[config.mk]
export PLATFORM = sky130hd
export DESIGN_NAME = l_class_oc_echoindicationqueue
export DESIGN_NICKNAME = d
export VERILOG_FILES = /design/src/rtl/l_class_oc_echoindicationqueue.sv
export SDC_FILE = /design/constraint.sdc
export NUM_CORES = 1
export LEC_CHECK = 0
export CAP_MARGIN = 20
export CORE_UTILIZATION = 54
export DETAILED_ROUTE_END_ITERATION = 8
export PLACE_DENSITY = 0.79
export SLEW_MARGIN = 20
export SYNTH_ARGS = -nofsm -noshare
export SYNTH_HDL_FRONTEND = slang
export SYNTH_SLANG_ARGS = --single-unit
[constraint.sdc]
create_clock -name CLK -period 4.31 [get_ports CLK]
set_clock_uncertainty 0.2 [all_clocks]
set_input_delay 0.431 -clock CLK [delete_from_list [all_inputs] [get_ports CLK]]
set_output_delay 0.431 -clock CLK [all_outputs]
set_load 0.02 [all_outputs]
[src/rtl/l_class_oc_echoindicationqueue.sv]
// Echo indication queue: buffers heard(meth, v) indications in a small FIFO
// and hands them to the host-side consumer through a scheduler-gated drain rule.
module l_class_oc_echoindicationqueue #(
  parameter int unsigned DEPTH  = 4,
  parameter int unsigned ADDR_W = 2,
  parameter int unsigned DATA_W = 32
) (
  input  logic              CLK,
  input  logic              RST,
  input  logic              heard__ENA,
  input  logic [DATA_W-1:0] heard_meth,
  input  logic [DATA_W-1:0] heard_v,
  output logic              heard__RDY,
  output logic              deliver__ENA,
  output logic [DATA_W-1:0] deliver_meth,
  output logic [DATA_W-1:0] deliver_v,
  input  logic              deliver__RDY,
  input  logic              rule_enable,
  output logic              rule_ready,
  output logic [ADDR_W:0]   occupancy,
  output logic [31:0]       delivered_count
);

  localparam logic [ADDR_W:0]   OccFull = (ADDR_W + 1)'(DEPTH);
  localparam logic [ADDR_W:0]   OccOne  = (ADDR_W + 1)'(1);
  localparam logic [ADDR_W-1:0] PtrOne  = ADDR_W'(1);

  logic [2*DATA_W-1:0] mem [DEPTH];

  logic [ADDR_W-1:0] rd_ptr_q, rd_ptr_d;
  logic [ADDR_W-1:0] wr_ptr_q, wr_ptr_d;
  logic [ADDR_W:0]   occ_q, occ_d;
  logic [31:0]       count_q, count_d;

  logic enq, deq;
  logic [2*DATA_W-1:0] head;

  // Handshakes and head-of-queue view; everything is forced to its idle value
  // while RST is held so nothing leaks out of the un-reset state.
  always_comb begin
    heard__RDY   = RST || (occ_q != OccFull);
    rule_ready   = !RST && (occ_q != '0) && deliver__RDY;
    deliver__ENA = rule_enable && rule_ready;
    enq          = !RST && heard__ENA && (occ_q != OccFull);
    deq          = deliver__ENA;
    head         = mem[rd_ptr_q];
    if (RST || (occ_q == '0)) begin
      deliver_meth = '0;
      deliver_v    = '0;
    end else begin
      deliver_meth = head[2*DATA_W-1:DATA_W];
      deliver_v    = head[DATA_W-1:0];
    end
    occupancy       = RST ? '0 : occ_q;
    delivered_count = RST ? '0 : count_q;
  end

  // Next-state for pointers, occupancy and the delivery counter.
  always_comb begin
    rd_ptr_d = rd_ptr_q;
    wr_ptr_d = wr_ptr_q;
    occ_d    = occ_q;
    count_d  = count_q;
    if (enq) wr_ptr_d = wr_ptr_q + PtrOne;
    if (deq) begin
      rd_ptr_d = rd_ptr_q + PtrOne;
      count_d  = count_q + 32'd1;
    end
    unique case ({enq, deq})
      2'b10:   occ_d = occ_q + OccOne;
      2'b01:   occ_d = occ_q - OccOne;
      default: occ_d = occ_q;
    endcase
  end

  // Control state register with synchronous reset.
  always_ff @(posedge CLK) begin
    if (RST) begin
      rd_ptr_q <= '0;
      wr_ptr_q <= '0;
      occ_q    <= '0;
      count_q  <= '0;
    end else begin
      rd_ptr_q <= rd_ptr_d;
      wr_ptr_q <= wr_ptr_d;
      occ_q    <= occ_d;
      count_q  <= count_d;
    end
  end

  // Storage write; contents survive reset, only the pointers are cleared.
  always_ff @(posedge CLK) begin
    if (enq) mem[wr_ptr_q] <= {heard_meth, heard_v};
  end

endmodule

==> results.yml <==
setup_path:
  cp.arrival_ns: 2.79
  worstSetupStartpointType: "flip-flop"
  critPathTopFamily: "buffers and inverters"
  crit_type: "flip-flop to output port"
  end_kind: "output port"
  r2r-start: "occ_q[2]$_SDFFE_PP0P_"
  rr_worst_depth: 10
  cp_num_buf_inv: 2
  worstPathRequired_ns: 3.68
  cp_cell_sequence: "buf_12, mux4_2, nor2b_1, clkdlybuf4s50_1"
  reg2reg_to: "occ_q[2]$_SDFFE_PP0P_"
  path_max_fanout: 55
  cpMaxStageDelayCell: "mux4_2"
  rrSetupSlack_ns: 1.50
  cpPeakStageDelay_ns: 0.57
final_layout:
  fin_util: 0.695
  regArea_sq_um: 8520
  antennaDiodeCount: 0
  drive_gt1_frac: 0.153
  multiInputGateArea_sq_um: 3210
  syn_to_final_growth_pct: 24.3
  num-fill-cells: 1312
  nets: 925
sta:
  period_minus_slack_ns: 3.42
  final_hold_viol_count: 0
  slew_headroom: 0.306
  slew_violations: 0
  rsz0062_at_grt: "false"
  finalCritPeriodShare: 0.794
  setup_viol_count_final: 0
  max_freq_ghz: 0.292
  tightest_slew_ns: 1.03
  tns_ns: 0
die:
  start_util: 0.559
  rows: 53
  die-area_sq_um: 22600
  die_h_microns: 150
  core_area_sq_um: 21300
  ioPinCount: 171
  die_w_microns: 150
synthesis:
  synth.top_cell.area_share: 0.646
  synth-async-reset-ratio: 0
  ys_ff_latch: 297
  synthCells: 679
  ys.flop_type: "edfxtp_1"
  yosys_warnings: 0
  synthMostInstantiatedCell: "edfxtp_1"
  synth_edf_count: 256
  synth_commonest_cells: "edfxtp_1 (256), nor2b_1 (95), mux4_2 (64), dfxtp_1 (41), nor2_1 (37)"
  synth_area_leader_cell: "edfxtp_1"
  ys_types: 37
  syn_nets: 755
  synth_area_per_cell_sq_um: 17.5
  synth_area_leaders: "edfxtp_1 (65%), mux4_2 (12%), dfxtp_1 (6.9%)"
  synth-seq-area-share: 0.715
  syn-cell-area_sq_um: 11900
routing:
  vias: 6570
  viasPerCell: 5.73
  final_antenna_net_count: 0
  wire_per_inst_microns: 20.2
  drt_iter0_markers: 323
  wl_microns: 23200
  drc: 0
  firstDrtPassIters: 5
global_routing:
  grt_max_degree: 66
  grt_usage: 0.208
  grt_pass1_vias: 6770
  grt_pass1_wl_microns: 35800
  met1_usage: 0.252
  busiest_layer: "met2"
  grt-ovfl-total: 0
  use_met2: 0.368
  grtUsageMet3: 0.0506
  antenna_found_initial: 0
cts:
  cts_tree: "done"
  root_buffer: "clkbuf_16"
  cts_max_level: 1
  cts-hold-fix-buffers: 0
  path_clk_slew_ns: 0.06
  postCtsSetupBuffers: 0
  clk_path_buf_depth: 3
  cts_resized: 0
  clock-sinks: 297
  clock_latency_ns: 0.53
  cts_buffers: 30
run:
  cap_violations: 0
power:
  comb_power_share: 0.070
  powerDensity_nw_per_um2: 412
  p_sw_uw: 1250
  pwr-share-seq: 0.528
  ir_drop_mv: 0.369
  clkPwrFrac: 0.403
  power.share.switching: 0.204
  p_leak_uw: 0.00464
  intPower_uw: 4860
place:
  dp_hpwl_microns: 13700
  io_buffer_count: 170
  gp_congestion: 0.890
min_path:
  hold_path_startpoint: "RST"
  hold_path_depth: 2
  min_to: "count_q[5]$_SDFFE_PP0P_"
  min_path_type: "input pin to flip-flop"
outcome:
  status: "finished clean"
==> state kept, by name, summed over array words and instances, names as in the netlist, named ones only <==
| name | flops |
|---|---|
| mem | 256 |
| count_q | 32 |
| occ_q | 3 |
| rd_ptr_q | 2 |
| wr_ptr_q | 2 |
==> cells by family after synthesis <==
group | after synthesis | synth area share
buffers and inverters | 45 | 0.0174
and+or+nand+nor | 213 | 0.104
xor gates and xnor gates | 12 | 0.00883
adders and majority gates | 7 | 0.00799
DFF | 297 | 0.715
AOI/OAI and AO/OA | 26 | 0.0125
muxes | 79 | 0.135
==> power groups by stage <==
| stage | combinational (uW) | clock [uW] | sequential [uW] |
|---|---|---|---|
| 5_1_grt | 455 | 2620 | 3220 |
| 4_1_cts | 431 | 2500 | 3220 |
| 6_report | 424 | 2460 | 3220 |
| 3_3_place_gp | 416 | 0 | 3270 |
| 3_5_place_dp | 427 | 0 | 3280 |
| 2_1_floorplan | 219 | 0 | 3280 |
==> worst max-delay path by stage <==
stage	from	endpoint	slack (ns)	cells after the start
2_1_floorplan	RST	mem[0][0]$_DFFE_PP_	1.12	4
3_3_place_gp	deliver__RDY	occ_q[2]$_SDFFE_PP0P_	1.36	9
3_5_place_dp	RST	occ_q[2]$_SDFFE_PP0P_	1.20	10
4_1_cts	flip-flop	deliver_v[28]	0.82	3
5_1_grt	flip-flop	deliver_v[5]	0.71	3
6_report	flip-flop	deliver_v[28]	0.89	4
==> worst reg2reg max path, cell delays in order, from the launching register on <==
cell and delay, ns:
dfxtp_1 0.36, inv_1 0.07, o31ai_1 0.52, nor2_1 0.21, inv_1 0.12, ha_1 0.19
inv_1 0.06, fa_1 0.37, xor2_1 0.17, or3_1 0.31, a21oi_1 0.15
==> per-stage QoR <==
step / power (uW) / hold WS, ns / instances / worst slack (ns) / instance area (sq um)
6_report: 6100 / 0.0828 / 1146 / 0.888 / 14800
3_5_place_dp: 3710 / 0.305 / 1092 / 1.20 / 13900
3_3_place_gp: 3690 / 0.282 / 1092 / 1.36 / 13900
4_1_cts: 6150 / 0.0641 / 1146 / 0.824 / 14800
5_1_grt: 6300 / 0.0973 / 1146 / 0.714 / 14800
2_1_floorplan: 3490 / 0.260 / 679 / 1.12 / 11900
==> final cells by class <==
type / count / area share
clock inverters: 17 / 0.0112
multi-input cells: 337 / 0.217
well taps: 275 / 0.0233
clock buffers: 37 / 0.0525
flip-flops and latches: 297 / 0.576
inverters: 9 / 0.00228
repair buffers: 174 / 0.118
==> routing by layer <==
metal,routed length (microns),up-vias
met3,1790,39
met2,12200,264
li1,-,2971
met4,495,0
met5,0,-
met1,8700,3296
==> placed cells by master (no fill, tap or decap), types with 2 or more instances in the layout <==
cell | Yosys | routed
o31ai_1 | 4 | 4
inv_1 | 9 | 9
nor2_1 | 37 | 37
clkinvlp_4 | 0 | 2
nand2_1 | 9 | 9
nand4_1 | 8 | 8
clkinv_2 | 0 | 3
or4_1 | 6 | 6
xor2_1 | 2 | 2
nor4_1 | 4 | 4
buf_12 | 0 | 2
nor3b_1 | 2 | 2
and2_1 | 6 | 2
nor2b_1 | 95 | 95
bufinv_16 | 0 | 3
mux2_2 | 13 | 13
clkdlybuf4s50_1 | 0 | 169
dfxtp_4 | 0 | 2
clkbuf_1 | 23 | 7
a21oi_1 | 12 | 12
and3_1 | 8 | 8
and4_1 | 2 | 2
dfxtp_1 | 41 | 39
xnor2_1 | 10 | 10
o21ai_0 | 8 | 8
nand3_1 | 12 | 12
clkinv_1 | 0 | 8
mux4_2 | 64 | 64
edfxtp_1 | 256 | 256
and2_4 | 0 | 4
clkbuf_16 | 0 | 30
nor3_1 | 12 | 11
or3_1 | 8 | 8
ha_1 | 6 | 6
buf_4 | 0 | 2
No activity file was read; power rests on OpenSTA's default activity.
